<file path="src/rtl/ram_dual_lane.sv">
// ram_dual_lane: word-write / lane-read RAM with a per-word "written" bitmap.
//
// Storage is 2**DEPTH words of WIDTH bits. Each word splits into RATIO lanes of
// LW = WIDTH/RATIO bits, and lane 0 is the most significant slice.
// Writes are per-lane masked. Reads return one lane per request.
// A read and a write to the same word in the same cycle are write-first.
//
// Ports:
//   clk           rising-edge system clock
//   reset_n       asynchronous active-low reset (storage array is not reset)
//   wr_en         write request
//   wr_lane_en    per-lane write enable, bit i -> lane i
//   wr_addr       write word address
//   din           write data, full word
//   rd_en         read request, one per cycle, no bubbles
//   rd_addr       {word, lane} read address
//   dout          read lane data, held between reads
//   rd_valid      one-cycle pulse per completed read (latency 1 + OUT_REG)
//   rd_unwritten  word read has not been written since reset (with rd_valid)
module ram_dual_lane #(
  parameter int DEPTH   = 4,
  parameter int WIDTH   = 8,
  parameter int RATIO   = 2,
  parameter int OUT_REG = 0,
  localparam int LW     = WIDTH / RATIO,
  localparam int LR     = $clog2(RATIO)
) (
  input  logic                  clk,
  input  logic                  reset_n,
  input  logic                  wr_en,
  input  logic [RATIO-1:0]      wr_lane_en,
  input  logic [DEPTH-1:0]      wr_addr,
  input  logic [WIDTH-1:0]      din,
  input  logic                  rd_en,
  input  logic [DEPTH+LR-1:0]   rd_addr,
  output logic [LW-1:0]         dout,
  output logic                  rd_valid,
  output logic                  rd_unwritten
);

  localparam int LRW = (LR > 0) ? LR : 1;

  logic [WIDTH-1:0]      mem [2**DEPTH];
  logic [2**DEPTH-1:0]   written;

  logic [DEPTH-1:0]      rd_word;
  logic [LRW-1:0]        rd_lane;
  logic [WIDTH-1:0]      merged;
  logic [LW-1:0]         lane_data;
  logic                  wr_any;
  logic                  wr_hit;

  logic                  s1_valid;
  logic [LW-1:0]         s1_data;
  logic                  s1_unw;

  assign rd_word = rd_addr[DEPTH+LR-1:LR];

  if (LR > 0) begin : g_lane
    assign rd_lane = rd_addr[LRW-1:0];
  end else begin : g_nolane
    assign rd_lane = '0;
  end

  assign wr_any = wr_en && (|wr_lane_en);
  assign wr_hit = wr_any && (wr_addr == rd_word);

  // Storage: no reset; writes are suppressed while reset_n is low.
  always_ff @(posedge clk) begin
    if (reset_n && wr_en) begin
      for (int unsigned i = 0; i < RATIO; i++) begin
        if (wr_lane_en[i])
          mem[wr_addr][WIDTH-1-i*LW -: LW] <= din[WIDTH-1-i*LW -: LW];
      end
    end
  end

  always_ff @(posedge clk or negedge reset_n) begin
    if (!reset_n)
      written <= '0;
    else if (wr_any)
      written[wr_addr] <= 1'b1;
  end

  // Write-first bypass: enabled lanes of a same-word write replace the stored
  // slices before the requested lane is selected.
  always_comb begin
    merged    = mem[rd_word];
    lane_data = '0;
    if (wr_en && (wr_addr == rd_word)) begin
      for (int unsigned i = 0; i < RATIO; i++) begin
        if (wr_lane_en[i])
          merged[WIDTH-1-i*LW -: LW] = din[WIDTH-1-i*LW -: LW];
      end
    end
    for (int unsigned k = 0; k < RATIO; k++) begin
      if (rd_lane == LRW'(k))
        lane_data = merged[WIDTH-1-k*LW -: LW];
    end
  end

  always_ff @(posedge clk or negedge reset_n) begin
    if (!reset_n) begin
      s1_valid <= 1'b0;
      s1_data  <= '0;
      s1_unw   <= 1'b0;
    end else begin
      s1_valid <= rd_en;
      if (rd_en) begin
        s1_data <= lane_data;
        s1_unw  <= !(written[rd_word] || wr_hit);
      end
    end
  end

  if (OUT_REG != 0) begin : g_oreg
    logic          s2_valid;
    logic [LW-1:0] s2_data;
    logic          s2_unw;

    always_ff @(posedge clk or negedge reset_n) begin
      if (!reset_n) begin
        s2_valid <= 1'b0;
        s2_data  <= '0;
        s2_unw   <= 1'b0;
      end else begin
        s2_valid <= s1_valid;
        if (s1_valid) begin
          s2_data <= s1_data;
          s2_unw  <= s1_unw;
        end
      end
    end

    assign dout         = s2_data;
    assign rd_valid     = s2_valid;
    assign rd_unwritten = s2_unw;
  end else begin : g_direct
    assign dout         = s1_data;
    assign rd_valid     = s1_valid;
    assign rd_unwritten = s1_unw;
  end

endmodule

</file>
<file path="config.mk">
export PLATFORM = sky130hd
export DESIGN_NAME = ram_dual_lane
export DESIGN_NICKNAME = d
export VERILOG_FILES = /design/src/rtl/ram_dual_lane.sv
export SDC_FILE = /design/constraint.sdc
export NUM_CORES = 1
export LEC_CHECK = 0
export CAP_MARGIN = 40
export CORE_MARGIN = 2
export CORE_UTILIZATION = 50
export DETAILED_ROUTE_END_ITERATION = 16
export PLACE_DENSITY_LB_ADDON = 0.15
export SLEW_MARGIN = 0
export SYNTH_ARGS = -nofsm -noshare
export SYNTH_HDL_FRONTEND = slang
export SYNTH_SLANG_ARGS = --single-unit
export TNS_END_PERCENT = 50
</file>
<file path="constraint.sdc">
create_clock -name clk -period 1.5 [get_ports clk]
set_clock_uncertainty 0.2 [all_clocks]
set_input_delay 0.375 -clock clk [delete_from_list [all_inputs] [get_ports clk]]
set_output_delay 0.375 -clock clk [all_outputs]
set_load 0.05 [all_outputs]
</file>
# Yosys cells after proc, flatten, opt, wreduce, memory -nomap -nowiden
# Memories as Yosys holds them, arrays and structs flattened.
# Cells that the tools add are included.
# classes
magnitude_cmp	3
n_eq_ne	1
n_mux	14
bitwise	1
reduce_logical	8
# ops
operator	count
OR 16 bit	1
2-to-1 mux 4 bit	3
< comparator 4 x 5 -> 1 bit (second input constant)	2
2-to-1 mux 1 bit	8
2-to-1 mux 8 bit	1
logical AND 1 bit	5
binary-select mux 1 bit (select 4 bit)	1
demux 1 bit (select 4 bit)	1
equality test 4 bit	1
greater-or-equal comparator 4 x 1 -> 1 bit (second input constant)	1
OR reduction 2 bit	1
zero test 1 bit	1
logical OR 1 bit	1
# totals
reg_bits	22
ram_bits	128
in_bits	23
word_cells	32
memories	1
# memory_table
name	depth	width	read_ports	rd_clocked_by_memory_dff	wr	line_no	source
mem	16	8	1	0	1	43	logic [WIDTH-1:0] mem [2**DEPTH];

# Depth between registers and ports, before layout
# Gate-level depths: netlist of the first run.
# logic_depth
word_depth	5
depth_mapped	8
depth_no_buf	5

# Worst setup path after synthesis of the first run
# No wires, ideal clock.
# synth_timing
path_type	input to register
from	in rd_addr[3]
to	reg s1_data[2] (netlist: dout[2])
setup_time_ns	0.133
arrival_time_ns	1.507
path_slack_ns	-0.341
cell_stages	8
path_buffers	3
cell_sequence	buf_2 buf_4 buf_4 mux4_2 mux2i_1 nand2_1 o211ai_1 nand4_1
# synth_between
elab_chain_len	4
elab_cells_between_ends	7
classes_between	eq/ne (1); mux (4); reduce/logical (1); memory (1)
# synth_rtl
element	line_no	source
from (decl)	35	input logic [DEPTH+LR-1:0] rd_addr,
memory read (16 x 8 bit) or equality test 4 bit (tied branches)	-	
2-to-1 mux 4 bit or logical AND 1 bit (tied branches)	92, 90	
2-to-1 mux 8 bit (*)	90	if (wr_en && (wr_addr == rd_word)) begin
2-to-1 mux 4 bit (*)	97	if (rd_lane == LRW'(k))
to (signal assigned)	110	s1_data <= lane_data;
to (decl)	54	logic [LW-1:0] s1_data;
# Mark *: on every way between the ends. The rest lies on a longest branch, timed or not.
# A chain may end at the register's enable or synchronous reset.

# Final worst setup path of the first run
# layout_timing
from	mem mem[8][3]
to	reg s1_data[3] (netlist: dout[3])
# layout_between
elab_chain_len	4
# layout_rtl
element	line_no	source
from (decl)	43	
memory read (16 x 8 bit) (*)	-	
2-to-1 mux 4 bit	92	if (wr_lane_en[i])
2-to-1 mux 8 bit (*)	90	
2-to-1 mux 4 bit (*)	97	
# Marked as above.

==> metrics, run 1 <==
crit start category flop; flop-to-flop setup slack -0.30 ns; crit-path max FO 1; commonest non-fill, non-tap cells in the layout 128 x edfxtp_1, 79 x buf_4, 28 x mux4_2; Endpoint, Worst Hold written[4]; final net count 530; share of cells above drive strength 1 45.6%; Avg Vias per Cell 5.76; WP data arrival 1.89 ns; Seq/Total Area, Yosys 69.8%; max_cap viols 0; min-delay src written[4]; final instance area 8610 um2; final antenna-violating net count 0; TritonCTS clock tree yes; hold path depth 1; final slew viol count 0; Leak 3.01 nW; routed len/inst 22.5 um; EDFF count, synth 128; Most used DFF post-synth edfxtp_1; largest net degree at the start of global routing 21; initial antenna violation count 0; Worst Setup Path Type flop to flop; Die Wd 116 um; Final setup viols 11; power per cell area 1160 nW/um2; Initial DRC Count 480; RePlAce Congestion 0.962; Syn Inst Count 383; Die Area 13500 um2; diodes inserted 0; met2 routed WL 7.27 mm; setup_tns -1.47 ns; vias in the first global route 4020; endpoints failing hold 0; Crit path buffers/inverters 0; Die Height 116 um; CP max stage delay 0.50 ns; starting density of the core 51.7%; outcome finished with violations; final period utilization 120%; number of CTS-inserted buffers 17; global-route wire length before repair 24.0 mm; Top delay family on crit path multiplexers; failing checks setup timing; Yosys cell types 41; share of flip-flops with an asynchronous set or reset 14.7%; measured slew at the worst slew-check pin 0.432 ns; CP required 1.59 ns; CTS root buffer clkbuf_16; uppermost layer routed met4; # DRC 0; Placed Instance Area 7620 um2; M1 WL 6.55 mm; Hold Path Class flop to flop; post-synth design cell area 6290 um2; # port buffers 28; Placeable Area 12200 um2; Vias 3961; CP max-delay cell mux4_2; total I/O pin count 29; CTS H-tree lvls 4; clk buf depth 2; clk sink count 150; Yosys reg bits 150; syn nets 406; min setup slack post-route -0.296 ns; RSZ-0062 raised after global routing yes; Clock transition at path regs 0.06 ns; critical path endpoint category flop; drt total wl 15.5 mm; Peak Freq 557 MHz; mean post-synth cell area 16.4 um2; Max-slew headroom 71.1%; Overflow after GRT 0; row count 40; R2R depth 5; Final min period 1.80 ns; worst r2r dst dout[3]; GRT Total Usage 25.0%; Reg-to-Reg Start mem[8][3]; post-DP HPWL 10.3 mm; worst skew pair latency 0.43 ns; Worst IR Drop VDD 1120 uV; DR pass1 iterations 5; commonest non-fill, non-tap cell in the layout edfxtp_1; Area growth syn-to-layout 36.8%; met3 wire length 1.29 mm; CP Cell Sequence mux4_2, mux2i_2, o32ai_2, nand2_1, nand4_1; Ys Warns 0
through the flow:
| stage | power [mW] | utilization (%) | hold slack, ns | cells | worst slack, ns |
|---|---|---|---|---|---|
| 4_1_cts | 9.97 | 69.6 | 0.270 | 682 | -0.264 |
| 6_report | 10.0 | 70.8 | 0.274 | 688 | -0.296 |
| 2_1_floorplan | 5.38 | - | -0.121 | 383 | -0.270 |
| 3_5_place_dp | 5.88 | 62.6 | 0.254 | 641 | -0.851 |
| 5_1_grt | 10.3 | 70.8 | 0.290 | 688 | -0.297 |
| 3_3_place_gp | 5.86 | 62.6 | 0.252 | 641 | -0.839 |
registers in the layout, indices dropped and copies added (netlist names):
register and flops:
rd_unwritten 1, rd_valid 1, written 16, mem 128, dout 4
kinds of logic after synthesis:
kind of cell | Yosys count | share of synthesized area (%)
DFF | 150 | 69.8
and+or+nand+nor | 104 | 7.81
AOI/OAI and AO/OA | 54 | 6.12
muxes | 45 | 13.2
buffers and inverters | 26 | 2.50
xor gates and xnor gates | 4 | 0.557
layout make-up:
type | instances | area [um2]
fillers | 794 | 3550
multi-input cells | 207 | 2140
inverters | 5 | 18.8
clock buffers | 22 | 454
flip-flops and latches | 150 | 4390
repair buffers | 126 | 1280
well taps | 168 | 210
clock inverters | 10 | 106
cell usage after synthesis, types with 2 or more instances:
| cell type | instances | area (um2) |
|---|---|---|
| mux2i_1 | 9 | 90.1 |
| inv_1 | 5 | 18.8 |
| o21a_1 | 3 | 22.5 |
| nand3_1 | 6 | 30.0 |
| nor4_1 | 4 | 25.0 |
| a2111oi_0 | 3 | 26.3 |
| a31oi_1 | 2 | 12.5 |
| nor2_1 | 35 | 131 |
| and2_0 | 2 | 12.5 |
| a21oi_1 | 7 | 35.0 |
| and3_1 | 2 | 12.5 |
| nand2b_1 | 3 | 18.8 |
| buf_2 | 5 | 25.0 |
| o21bai_1 | 14 | 105 |
| a41o_1 | 2 | 20.0 |
| o221ai_1 | 2 | 17.5 |
| a32o_1 | 2 | 20.0 |
| nand2_1 | 26 | 97.6 |
| dfrtp_1 | 22 | 551 |
| mux2_2 | 7 | 78.8 |
| buf_4 | 4 | 30.0 |
| o32ai_1 | 3 | 26.3 |
| mux4_1 | 2 | 52.6 |
| clkbuf_1 | 8 | 30.0 |
| mux4_2 | 27 | 608 |
| and2_1 | 2 | 12.5 |
| nor2b_1 | 16 | 100 |
| edfxtp_1 | 128 | 3840 |
| xnor2_1 | 4 | 35.0 |
| o21ai_0 | 5 | 25.0 |
| o21ai_1 | 6 | 30.0 |
| nand4_1 | 6 | 37.5 |
| buf_6 | 3 | 33.8 |
where the power goes:
group          total [mW]  internal [mW]  switching, mW
combinational        1.22          0.623          0.594
clock                4.04           2.47           1.57
sequential           4.75           4.67         0.0860
total                10.0           7.76           2.25
worst max path at each step:
| stage | from | end | slack [ns] | depth (start not counted) |
|---|---|---|---|---|
| 3_3_place_gp | rd_addr[3] | dout[1] | -0.84 | 7 |
| 2_1_floorplan | rd_addr[1] | dout[2] | -0.27 | 6 |
| 3_5_place_dp | rd_addr[3] | dout[3] | -0.85 | 7 |
| 4_1_cts | mem[8][4] | dout[0] | -0.26 | 5 |
| 5_1_grt | mem[8][3] | dout[3] | -0.30 | 5 |
| 6_report | mem[8][3] | dout[3] | -0.30 | 5 |
repair_timing:
action                                  in CTS  in global routing
pin swaps                                    7                  9
buffers inserted                             5                  6
hold buffers                                 1                  0
endpoints found under the setup margin     144                 91
gates cloned                                 3                  0
hold endpoints to repair                    22                  0
gates resized for setup                     48                 32
routing by layer:
layer  vias to the layer above  track usage [%]
met5                         -                0
met4                         0             9.76
met3                        28             6.18
met2                       196             37.3
met1                      1985             36.0
li1                       1752                -
No activity file was read; power rests on OpenSTA's default activity.
==> run 2: changes to the inputs <==
--- a/config.mk
+++ b/config.mk
@@ -5,6 +5,7 @@
 export SDC_FILE = /design/constraint.sdc
 export NUM_CORES = 1
 export LEC_CHECK = 0
+export ABC_CLOCK_PERIOD_IN_PS = 1500
 export CAP_MARGIN = 40
 export CORE_MARGIN = 2
 export CORE_UTILIZATION = 50
==> results of run 2 <==
Same layout as run 1: the final DEF is identical, and so are final timing and power.
==> run 3: changes to the inputs <==
--- a/config.mk
+++ b/config.mk
@@ -11,6 +11,7 @@
 export CORE_UTILIZATION = 50
 export DETAILED_ROUTE_END_ITERATION = 16
 export PLACE_DENSITY_LB_ADDON = 0.15
+export REMOVE_ABC_BUFFERS = 1
 export SLEW_MARGIN = 0
 export SYNTH_ARGS = -nofsm -noshare
 export SYNTH_HDL_FRONTEND = slang
==> run 3 against run 2 <==
  * The run still ends with setup timing left
  * Final cell count down 0.29%
  * Clock-buffer cell count shrank 5
  * Critical path depth stayed put
  * Setup slack gained 0.022 ns
  * Cell area fell by 3.2%
  * Via count is 0.68% lower
  * Sequential share of layout area is 1.7 points higher
  * Sequential power about the same
  * Flip-flop and latch count did not move
  * Global-route usage shrank 1.1 points
  * Power fell by 1.9%
  * First-iteration DRC count is 29% lower
  * Critical endpoint is now dout[2]
  * Largest power group unchanged
==> metrics, run 3 (synthesis results as in run 1) <==
measured slew at the worst slew-check pin 0.409 ns (-0.0231 ns); # port buffers 28 (unchanged); failing checks setup timing; final slew viol count 0 (unchanged); GRT Total Usage 23.9% (-1.1 points); initial antenna violation count 0 (unchanged); total I/O pin count 29 (unchanged); clk buf depth 2 (unchanged); TritonCTS clock tree yes; Placeable Area 12200 um2 (unchanged); Final setup viols 11 (unchanged); Vias 3934 (-0.68%); post-DP HPWL 10.3 mm (about the same); Area growth syn-to-layout 32.4%; global-route wire length before repair 22.7 mm (-5.3%); row count 40 (unchanged); largest net degree at the start of global routing 21 (unchanged); Hold Path Class input pin to flop; crit-path max FO 1 (unchanged); final antenna-violating net count 0 (unchanged); power per cell area 1180 nW/um2 (+1.4%); max_cap viols 0 (unchanged); setup_tns -1.36 ns (+0.110 ns); Die Wd 116 um (unchanged); Peak Freq 564 MHz (+1.2%); routed len/inst 21.4 um (-4.6%); Final min period 1.77 ns (-0.0219 ns); worst skew pair latency 0.42 ns (about the same); final net count 528 (-0.38%); Clock transition at path regs 0.06 ns (about the same); min setup slack post-route -0.274 ns (+0.0219 ns); clk sink count 150 (unchanged); CTS H-tree lvls 4 (unchanged); RePlAce Congestion 0.970 (+0.78%); starting density of the core 51.7% (unchanged); CTS root buffer clkbuf_16; vias in the first global route 3970 (-1.2%); Avg Vias per Cell 5.73 (-0.39%); commonest non-fill, non-tap cell in the layout edfxtp_1; WP data arrival 1.87 ns (-0.02 ns); Die Height 116 um (unchanged); Worst IR Drop VDD 829 uV (-26%); share of cells above drive strength 1 41.3% (-4.3 points); Final Core Density 68.5% (-2.3 points); Largest register FFs 128 (unchanged); Overflow after GRT 0 (unchanged); Max-slew headroom 72.0% (+0.83 points); Power Total 9.83 mW (-1.9%); outcome finished with violations; drt total wl 14.7 mm (-4.9%); RSZ-0062 raised after global routing yes; commonest non-fill, non-tap cells in the layout 128 x edfxtp_1, 81 x buf_4, 30 x nor2_1; final period utilization 118% (-1.5 points); Leak 2.93 nW (-2.5%); Post-Place Setup Slack -0.926 ns (-0.0756 ns); Placed Instance Area 7500 um2 (-1.5%); Hold WS 0.204 ns (-0.0704 ns); Reg with most FFs mem; hold path depth 3 (+2); CP required 1.59 ns (about the same); DR pass1 iterations 5 (unchanged); final cell count without fillers 686 (-0.29%); number of CTS-inserted buffers 17 (unchanged); # DRC 0 (unchanged); Die Area 13500 um2 (unchanged); final instance area 8330 um2 (-3.2%); R2R depth 5 (unchanged); endpoints failing hold 0 (unchanged); placed cell count 650 (+1.4%); critical path endpoint category flop; Worst Setup Path Type flop to flop; Initial DRC Count 342 (-29%); crit start category flop; diodes inserted 0 (unchanged)
==> run 3: timing repair <==
| action | 4_1_cts | 5_1_grt |
|---|---|---|
| hold endpoints to repair | 0 | 22 |
| endpoints found under the setup margin | 148 | 95 |
| hold buffers | 0 | 1 |
| pin swaps | 7 | 3 |
| setup buffers | 1 | 1 |
| gates resized for setup | 61 | 29 |
| cloned | 1 | 0 |
==> run 3: worst max-delay path, cell delays in order (launching register included) <==
cell,delay (ns)
edfxtp_1,0.36
mux4_2,0.50
and2_4,0.18
o21a_1,0.17
o21ai_2,0.15
nand4_1,0.09
==> run 3: power by group <==
| part | internal (mW) | switching, mW | total (mW) |
|---|---|---|---|
| logic | 0.574 | 0.559 | 1.13 |
| registers | 4.67 | 0.0777 | 4.75 |
| clock network | 2.28 | 1.67 | 3.95 |
==> run 3: layer usage <==
metal,track usage [%],part of all wire (%)
met5,0,0
met4,9.37,2.7
met3,6.69,6.7
met2,36.1,47
met1,33.6,43
==> run 3: cell type report <==
cell class              count  area (um2)
clock buffers              17         425
clock inverters            15         133
fillers                   832        3830
inverters                   5        18.8
multi-input cells         207        1970
flip-flops and latches    150        4390
well taps                 168         210
repair buffers            124        1180
==> run 3: path summary, 6_finish.rpt <==
kind	from	endpoint	slack, ns
max in group asynchronous	reset_n	written[13]	0.34
max	mem[14][6]	dout[2]	-0.27
min reg2reg	written[8]	written[8]	0.28
max reg2reg	mem[14][6]	dout[2]	-0.27
min in group asynchronous	reset_n	rd_unwritten	0.52
min	wr_addr[0]	written[15]	0.20
